### src/rtl/utopia_rx_cell_assembler_if.sv
// Bundles the PHY byte link and the cell output port of the UTOPIA receive cell assembler.
// Handshakes: a PHY byte moves on a rising edge with en=1 and clav=1; a cell moves on a rising edge with valid=1 and ready=1.
interface utopia_rx_cell_assembler_if #(
  parameter int IfWidth    = 8,
  parameter int CELL_BYTES = 53,
  parameter int ERR_CNT_W  = 8
);
  logic [IfWidth-1:0]      data;
  logic                    soc;
  logic                    clav;
  logic                    en;
  logic [CELL_BYTES*8-1:0] ATMCell;
  logic                    valid;
  logic                    ready;
  logic                    soc_err;
  logic [ERR_CNT_W-1:0]    err_count;
  logic                    hec_err;
  logic [1:0]              state_dbg;

  modport master (
    input  data, soc, clav, ready,
    output en, ATMCell, valid, soc_err, err_count, hec_err, state_dbg
  );

  modport slave (
    output data, soc, clav, ready,
    input  en, ATMCell, valid, soc_err, err_count, hec_err, state_dbg
  );
endinterface

### src/rtl/utopia_rx_cell_assembler.sv
// UTOPIA Level-1 receive cell assembler: gathers 53-byte cells from a PHY and offers them on a valid/ready port.
// Defining UTOPIA_RX_HEC_CHECK_EN adds header HEC screening; cells with a bad HEC are dropped.
module utopia_rx_cell_assembler #(
  parameter int IfWidth    = 8,
  parameter int CELL_BYTES = 53,
  parameter int ERR_CNT_W  = 8
) (
  input logic                        clk_in,
  input logic                        reset,
  utopia_rx_cell_assembler_if.master bus
);
  localparam int CNT_W  = $clog2(CELL_BYTES);
  localparam int CELL_W = CELL_BYTES * 8;
  localparam logic [CNT_W-1:0] LAST_IDX = CNT_W'(CELL_BYTES - 1);

  typedef enum logic [1:0] {
    WAIT_SOC = 2'd0,
    RECEIVE  = 2'd1,
    HOLD     = 2'd2
  } state_t;

  state_t               state_q, state_d;
  logic [CNT_W-1:0]     cnt_q, cnt_d, wr_idx;
  logic                 en_q, valid_q, valid_d;
  logic                 soc_err_q, soc_err_d;
  logic                 store, xfer;
  logic [ERR_CNT_W-1:0] err_q, err_d;
  logic [CELL_W-1:0]    cell_q;

  generate
    if (IfWidth != 8) begin : g_bad_width
      $error("utopia_rx_cell_assembler: IfWidth must be 8");
    end
  endgenerate

  assign xfer = en_q & bus.clav;

`ifdef UTOPIA_RX_HEC_CHECK_EN
  localparam int HEC_LSB = (CELL_BYTES - 5) * 8;
  logic [7:0] crc_q;
  logic       hec_err_q, hec_err_d, hec_bad;

  function automatic logic [7:0] crc8_step(input logic [7:0] crc, input logic [7:0] b);
    logic [7:0] c;
    c = crc ^ b;
    for (int i = 0; i < 8; i++) begin
      c = c[7] ? ((c << 1) ^ 8'h07) : (c << 1);
    end
    return c;
  endfunction

  // The CRC rides along with header capture, so the verdict is ready on the first HOLD cycle.
  assign hec_bad = (crc_q ^ 8'h55) != cell_q[HEC_LSB +: 8];

  always_ff @(posedge clk_in) begin
    if (reset) begin
      crc_q     <= '0;
      hec_err_q <= 1'b0;
    end else begin
      hec_err_q <= hec_err_d;
      if (store && wr_idx < CNT_W'(4)) begin
        crc_q <= crc8_step((wr_idx == '0) ? 8'h00 : crc_q, bus.data);
      end
    end
  end

  assign bus.hec_err = hec_err_q;
`else
  assign bus.hec_err = 1'b0;
`endif

  always_comb begin
    state_d   = state_q;
    cnt_d     = cnt_q;
    valid_d   = valid_q;
    soc_err_d = 1'b0;
    store     = 1'b0;
    wr_idx    = cnt_q;
`ifdef UTOPIA_RX_HEC_CHECK_EN
    hec_err_d = 1'b0;
`endif
    case (state_q)
      WAIT_SOC: begin
        if (xfer) begin
          if (bus.soc) begin
            store   = 1'b1;
            wr_idx  = '0;
            cnt_d   = CNT_W'(1);
            state_d = RECEIVE;
          end else begin
            soc_err_d = 1'b1;
          end
        end
      end
      RECEIVE: begin
        if (xfer) begin
          store = 1'b1;
          if (bus.soc) begin
            // Premature SOC: the partial cell is abandoned and this byte restarts framing.
            soc_err_d = 1'b1;
            wr_idx    = '0;
            cnt_d     = CNT_W'(1);
          end else if (cnt_q == LAST_IDX) begin
            cnt_d   = '0;
            state_d = HOLD;
          end else begin
            cnt_d = cnt_q + CNT_W'(1);
          end
        end
      end
      HOLD: begin
        if (!valid_q) begin
`ifdef UTOPIA_RX_HEC_CHECK_EN
          if (hec_bad) begin
            hec_err_d = 1'b1;
            state_d   = WAIT_SOC;
          end else begin
            valid_d = 1'b1;
          end
`else
          valid_d = 1'b1;
`endif
        end else if (bus.ready) begin
          valid_d = 1'b0;
          state_d = WAIT_SOC;
        end
      end
      default: state_d = WAIT_SOC;
    endcase
    err_d = (soc_err_d && err_q != '1) ? err_q + ERR_CNT_W'(1) : err_q;
  end

  always_ff @(posedge clk_in) begin
    if (reset) begin
      state_q   <= WAIT_SOC;
      cnt_q     <= '0;
      en_q      <= 1'b0;
      valid_q   <= 1'b0;
      soc_err_q <= 1'b0;
      err_q     <= '0;
      cell_q    <= '0;
    end else begin
      state_q   <= state_d;
      cnt_q     <= cnt_d;
      en_q      <= (state_d != HOLD);
      valid_q   <= valid_d;
      soc_err_q <= soc_err_d;
      err_q     <= err_d;
      for (int i = 0; i < CELL_BYTES; i++) begin
        if (store && wr_idx == CNT_W'(i)) begin
          cell_q[(CELL_BYTES-1-i)*8 +: 8] <= bus.data;
        end
      end
    end
  end

  assign bus.en        = en_q;
  assign bus.valid     = valid_q;
  assign bus.ATMCell   = cell_q;
  assign bus.soc_err   = soc_err_q;
  assign bus.err_count = err_q;
  assign bus.state_dbg = state_q;
endmodule

### src/flat_wrapper.sv
// flat-port wrapper written by rule: the top's interface ports become plain ports
module utopia_rx_cell_assembler_flat 
#(
  parameter int IfWidth    = 8,
  parameter int CELL_BYTES = 53,
  parameter int ERR_CNT_W  = 8
)
  (clk_in, reset, bus_data, bus_soc, bus_clav, bus_ready, bus_en, bus_ATMCell, bus_valid, bus_soc_err, bus_err_count, bus_hec_err, bus_state_dbg);
  utopia_rx_cell_assembler_if #(.IfWidth(IfWidth), .CELL_BYTES(CELL_BYTES), .ERR_CNT_W(ERR_CNT_W)) bus_i ();
  input logic clk_in;
  input logic reset;
  input wire logic [$bits(bus_i.data)-1:0] bus_data;
  input wire logic [$bits(bus_i.soc)-1:0] bus_soc;
  input wire logic [$bits(bus_i.clav)-1:0] bus_clav;
  input wire logic [$bits(bus_i.ready)-1:0] bus_ready;
  output wire logic [$bits(bus_i.en)-1:0] bus_en;
  output wire logic [$bits(bus_i.ATMCell)-1:0] bus_ATMCell;
  output wire logic [$bits(bus_i.valid)-1:0] bus_valid;
  output wire logic [$bits(bus_i.soc_err)-1:0] bus_soc_err;
  output wire logic [$bits(bus_i.err_count)-1:0] bus_err_count;
  output wire logic [$bits(bus_i.hec_err)-1:0] bus_hec_err;
  output wire logic [$bits(bus_i.state_dbg)-1:0] bus_state_dbg;
  assign bus_i.data = bus_data;
  assign bus_i.soc = bus_soc;
  assign bus_i.clav = bus_clav;
  assign bus_i.ready = bus_ready;
  assign bus_en = bus_i.en;
  assign bus_ATMCell = bus_i.ATMCell;
  assign bus_valid = bus_i.valid;
  assign bus_soc_err = bus_i.soc_err;
  assign bus_err_count = bus_i.err_count;
  assign bus_hec_err = bus_i.hec_err;
  assign bus_state_dbg = bus_i.state_dbg;
  utopia_rx_cell_assembler #(.IfWidth(IfWidth), .CELL_BYTES(CELL_BYTES), .ERR_CNT_W(ERR_CNT_W)) u_core (.clk_in(clk_in), .reset(reset), .bus(bus_i));
endmodule
### config.mk
export PLATFORM = sky130hd
export DESIGN_NAME = utopia_rx_cell_assembler_flat
export DESIGN_NICKNAME = d
export VERILOG_FILES = /design/src/rtl/utopia_rx_cell_assembler_if.sv /design/src/rtl/utopia_rx_cell_assembler.sv /design/src/flat_wrapper.sv
export SDC_FILE = /design/constraint.sdc
export NUM_CORES = 1
export LEC_CHECK = 0
export CAP_MARGIN = 20
export CORE_MARGIN = 10
export CORE_UTILIZATION = 35
export DETAILED_ROUTE_END_ITERATION = 7
export GPL_ROUTABILITY_DRIVEN = 0
export GPL_TIMING_DRIVEN = 0
export PLACE_DENSITY = 0.66
export SKIP_CTS_REPAIR_TIMING = 1
export SYNTH_ARGS = -nofsm -noshare
export SYNTH_HDL_FRONTEND = slang
export SYNTH_SLANG_ARGS = --single-unit
export TNS_END_PERCENT = 5
### constraint.sdc
create_clock -name clk_in -period 2.6 [get_ports clk_in]
set_input_delay 0.65 -clock clk_in [delete_from_list [all_inputs] [get_ports clk_in]]
set_output_delay 0.65 -clock clk_in [all_outputs]
set_load 0.02 [all_outputs]
---- Word level (Yosys, flattened, before mapping) ----
Cells that the tools add are included.
cells by class
  add/subtract/negate cells ............... 2
  equal/unequal tests ..................... 60
  mux-type cells .......................... 26
  bitwise logic cells ..................... 1
  reduce and logical (&&, ||, !) cells .... 59
operators with widths
  cell                 count
  $eq 6x6->1 const B   22
  $eq 6x5->1 const B   16
  $logic_and 1x1->1    54
  $eq 6x4->1 const B   8
  $mux 6               8
  $eq 6x3->1 const B   4
  $mux 2               7
  $eq 6x2->1 const B   2
  $pmux 6 s2           1
  $add 8x1->8 const B  1
  $ne 8x8->1 const B   1
  $mux 1               7
  $add 6x1->6 const B  1
  $eq 6x1->1 const B   1
  $logic_not 6->1      1
  $pmux 2 s3           1
  $ne 2x1->1 const B   2
  $ne 2x2->1 const B   2
  $pmux 1 s2           2
  $reduce_and 4->1     1
  $eq 2x1->1 const B   1
  $eq 2x2->1 const B   1
  $logic_not 2->1      1
  $reduce_bool 2->1    1
  2 further kinds      2
word-level totals
  register bits after elaboration ......... 443
  input bits .............................. 13
  word-level logic and storage cells ...... 207

---- Logic depth before layout (Yosys ltp) ----
  depth after elaboration ................. 6
  mapped depth ............................ 7
  mapped depth without buffers ............ 5

---- Least setup slack after synthesis ----
OpenSTA, ideal clock, no wires.
  path kind ............................... in2reg
  from .................................... in bus_soc
  to ...................................... reg u_core.cell_q[192] (netlist: u_core.bus.ATMCell[192])
  setup time .............................. 128 ps
  data arrival time ....................... 2,189 ps
  setup slack ............................. 283 ps
  stages .................................. 7
  path buffers ............................ 3
  path through ............................ buf_2 -> and4b_1 -> buf_2 -> buf_6 -> nor4_4 -> mux2i_1 -> nor2_1
on the way
  longest elaborated chain between the ends .. 5
ends and longest elaborated chain
  what                           line                                                            RTL
  start, declared                flat_wrapper.sv:13                                              input wire logic [$bits(bus_i.soc)-1:0] bus_soc;
  $mux 6                         utopia_rx_cell_assembler.sv:85, utopia_rx_cell_assembler.sv:98
  $mux 6                         utopia_rx_cell_assembler.sv:96                                  if (xfer) begin
  $mux 6                         --
  $eq 6x5->1                     utopia_rx_cell_assembler.sv:150                                 if (store && wr_idx == CNT_W'(i)) begin
  $logic_and 1x1->1 *            utopia_rx_cell_assembler.sv:150
  end signal, assigned by index  utopia_rx_cell_assembler.sv:151                                 cell_q[(CELL_BYTES-1-i)*8 +: 8] <= bus.data;
  end, declared                  utopia_rx_cell_assembler.sv:28                                  logic [CELL_W-1:0] cell_q;
Mark *: on every way between the ends. The rest lies on a longest branch, timed or not.
A chain may end at the register's enable or synchronous reset.

---- Final worst setup path ----
  from .................................... reg u_core.cnt_q[2]
  to ...................................... reg u_core.cell_q[236] (netlist: u_core.bus.ATMCell[236])
on the way
  longest elaborated chain between the ends .. 5
ends and longest elaborated chain
  what                    line                                                            RTL
  start, declared         utopia_rx_cell_assembler.sv:23                                  logic [CNT_W-1:0] cnt_q, cnt_d, wr_idx;
  start signal, assigned  utopia_rx_cell_assembler.sv:144                                 cnt_q <= cnt_d;
  $mux 6                  utopia_rx_cell_assembler.sv:85, utopia_rx_cell_assembler.sv:98
  $mux 6                  utopia_rx_cell_assembler.sv:96
  $mux 6 *                --
  $eq 6x5->1 *            utopia_rx_cell_assembler.sv:150
  $logic_and 1x1->1 *     utopia_rx_cell_assembler.sv:150
Marks and branches as above.

==> summary.md <==
| Metric | Value |
|---|---|
| Critical Path Start | u_core.cnt_q[2] |
| Worst Clk Skew | 0.00860 ns |
| Reg-to-Reg End | u_core.bus.ATMCell[236] |
| TritonCTS clock tree | done |
| Maximum VDD drop | 509 uV |
| Post-synthesis compound-gate area fraction | 1.52% |
| EDFF count, synth | 0 |
| Layout cell share with drive strength beyond 1 | 7.78% |
| Final instance area | 0.0241 mm2 |
| Placed insts | 2,724 |
| Area of the die | 0.0585 mm2 |
| Grt ovf | 0 |
| ANT nets after route | 0 |
| Min-Delay Path Class | input port to register |
| Synth Area in Simple Gates | 19.2% |
| Placed Area | 0.0225 mm2 |
| Maximum root-to-sink buffer count | 3 |
| Die H | 242 um |
| Post-synth top area cell | dfxtp_1 |
| Top_reg_cell synth | dfxtp_1 |
| Non-Filler Instances | 2,812 |
| Cts bufs inserted | 47 |
| RSZ-0062 raised after global routing | yes |
| FP Rows | 81 |
| First-pass GRT wire length | 92.4 mm |
| Fin. max-slew vios | 0 |
| Synth top area cells | dfxtp_1, mux2i_1, nor2_1 |
| XOR/XNOR Fraction of Synth Area | 0.152% |
| Reg power frac | 48.2% |
| Yosys top cell area share | 51.5% |
| Total track usage | 20.6% |
| Fillers | 4,468 |
| Worst Setup EP | u_core.bus.ATMCell[236] |
| Pleak | 7.97 nW |
| Reg-to-Reg Start | u_core.cnt_q[2] |
| Largest net degree at the start of global routing | 14 |
| Wire per inst | 22.4 um |
| Critical path data required time | 3.05 ns |
| Detail Placement HPWL | 47.2 mm |
| Routed vias/inst | 4.80 |
| Final worst path period need | 2.52 ns |
| PwrDens | 586 mW/mm2 |
| Vias in the first global route | 13,500 |
| Ports | 451 |
| Initial antenna violation count | 1 |
| Critical path launch point type | register |
| Clock power frac | 48.1% |
| Post-synthesis cell type count | 47 |
| CP max FO | 10 |
| CP Class | register to register |
| Die Span X | 242 um |
| Cell area after synthesis | 0.0172 mm2 |
| Syn_area_per_cell | 10.6 um2 |
| 1st-iter DRT viols | 796 |
| Htree depth | 2 |
| Sw Pwr | 0.00322 W |
| Peak Freq | 0.397 GHz |
| Worst-Margin Slew | 1.08 ns |
| Worst skew pair latency | 0.58 ns |
| Gate power share | 3.7% |
| Max-capacitance violation count | 0 |
| Post-Synth Adder-Cell Area | 0.218% |
| Area of the multi-input gates | 0.00775 mm2 |
| Detailed Route WL | 63.1 mm |
| CORE AREA | 0.0488 mm2 |
| Initial Utilization | 35.3% |
| Period Utilization, post-route | 96.8% |
| Final-report hold violation count | 0 |
| Synth warnings | 0 |
| Clock transition at path regs | 0.06 ns |
| Vias | 13,500 |
| Setup violators final | 0 |
| Int Pwr | 0.0109 W |
| Worst R2R Path Depth | 6 |
| Layout area overhead | 39.7% |
| Sequential fraction of the synthesis area | 51.5% |
| Net count after synthesis | 1,636 |
| Post-Syn Instances | 1,620 |
| Register area | 0.00887 mm2 |
| Largest family of logic cells by synthesized area | multiplexers |
| Detailed Routing Iterations Pass 1 | 5 |
| Asr flop ratio synth | 0% |
| CTS Sinks | 443 |
| DRC | 0 |
| Status | finished, final reports clean |
| CTS Root Cell | clkbuf_16 |
| Post-synthesis mux area share | 23.8% |
| Flops & latches, synth | 443 |
| Critical path capture point type | register |
| WP data arrival | 2.97 ns |
| I/O Buffers | 439 |
| Reg-to-reg slack, setup | 0.08 ns |
| Switching part of the total power | 22.8% |
| Nets | 2,126 |
| Relative slew slack | 27.9% |
## cells in the mapped netlist (2+ instances only)
cell / instances
a211oi_1: 3
a21oi_1: 23
a22oi_1: 2
a311oi_1: 2
a31oi_1: 3
and2_1: 2
buf_1: 19
buf_2: 20
buf_4: 7
buf_6: 6
clkbuf_1: 83
dfxtp_1: 443
ha_1: 3
inv_1: 5
mux2i_1: 410
nand2_1: 42
nand2b_1: 34
nand3_1: 8
nand4_1: 3
nand4b_1: 6
nand4bb_1: 6
nor2_1: 398
nor2b_1: 3
nor4_4: 48
nor4b_1: 3
o211ai_1: 2
o21ai_0: 6
or3_1: 2
or3b_2: 2
or4_1: 6
or4b_1: 2
or4b_4: 2
xor2_1: 2
## power by group through the flow
stage	sequential, W	combinational (W)	clock, W
after floorplan	0.00696	0.000299	0
after global placement	0.00696	0.000519	0
after detailed placement	0.00696	0.000528	0
after CTS	0.00681	0.000529	0.00691
after global routing	0.00680	0.000561	0.00718
final	0.00681	0.000522	0.00678
## kinds of logic after synthesis
| group | Yosys count |
|---|---|
| compound gates | 45 |
| xor+xnor | 3 |
| fa+ha+maj | 3 |
| buf+inv | 140 |
| flops | 443 |
| mux | 410 |
| other cells | 1 |
| simple gates | 575 |
## layout make-up
cell class                      instances  area share [%]
Inverter                                5          0.0779
Antenna cell                            1          0.0104
Clock inverter                         13           0.504
Buffer                                135            2.57
Sequential cell                       443            36.8
Clock buffer                           73            5.97
Tap cell                              664            3.45
Multi-Input combinational cell       1037            32.2
Timing Repair Buffer                  441            18.4
## worst max-delay path: stages, from the launching register on
cell	delay, ns
dfxtp_1	0.36
buf_6	0.14
buf_2	0.21
nand4b_1	0.47
nor4_4	0.84
mux2i_1	0.29
nor2_1	0.06
## sequential cells by signal, summed over array words and instances (netlist names)
signal,cells
u_core.bus.ATMCell,424
u_core.bus.err_count,8
u_core.cnt_q,6
u_core.bus.state_dbg,2
u_core.bus.en,1
u_core.bus.soc_err,1
u_core.bus.valid,1
## worst min-delay path by stage
stage                                       start  slack, ns  cells after the start                 endpoint
final                                    bus_clav       0.44                      3  u_core.bus.state_dbg[0]
after CTS                 u_core.bus.ATMCell[303]       0.45                      2  u_core.bus.ATMCell[303]
after floorplan           u_core.bus.ATMCell[296]       0.53                      2  u_core.bus.ATMCell[296]
after global placement    u_core.bus.ATMCell[298]       0.45                      2  u_core.bus.ATMCell[298]
after global routing      u_core.bus.ATMCell[296]       0.47                      2  u_core.bus.ATMCell[296]
after detailed placement  u_core.bus.ATMCell[303]       0.45                      2  u_core.bus.ATMCell[303]
## through the flow
stage / power (W) / hold slack (ns) / worst slack, ns / util, % / TNS [ns]
after global routing: 0.0145 / 0.470 / -0.0275 / 49.3 / -0.121
after CTS: 0.0142 / 0.453 / -0.0420 / 49.2 / -0.168
after floorplan: 0.00726 / 0.535 / 0.283 / - / 0
after global placement: 0.00748 / 0.447 / -0.907 / 46.0 / -157.71
final: 0.0141 / 0.442 / 0.0820 / 49.3 / 0
after detailed placement: 0.00748 / 0.446 / -0.564 / 46.0 / -169.68
## metal layers
layer / wire length [um] / track usage (%) / up-vias
met2: 31200 / 35.7 / 387
met1: 25900 / 24.2 / 6556
met3: 4420 / 6.37 / 85
li1: - / - / 6478
met4: 1560 / 5.90 / 0
met5: 0 / 0 / -
## layout by cell type, fill, tap and decap left out, types with 7 or more instances in the layout
cell type / instances
nand2b_1: 34
clkbuf_1: 95
nor2_1: 398
dfxtp_1: 441
buf_1: 19
clkbuf_8: 12
nand2_1: 42
buf_2: 17
nor4_4: 48
nand3_1: 8
buf_4: 7
buf_6: 8
clkinv_2: 9
a21oi_1: 23
clkbuf_16: 49
clkdlybuf4s50_1: 438
mux2i_1: 410
No activity file was read; power rests on OpenSTA's default activity.
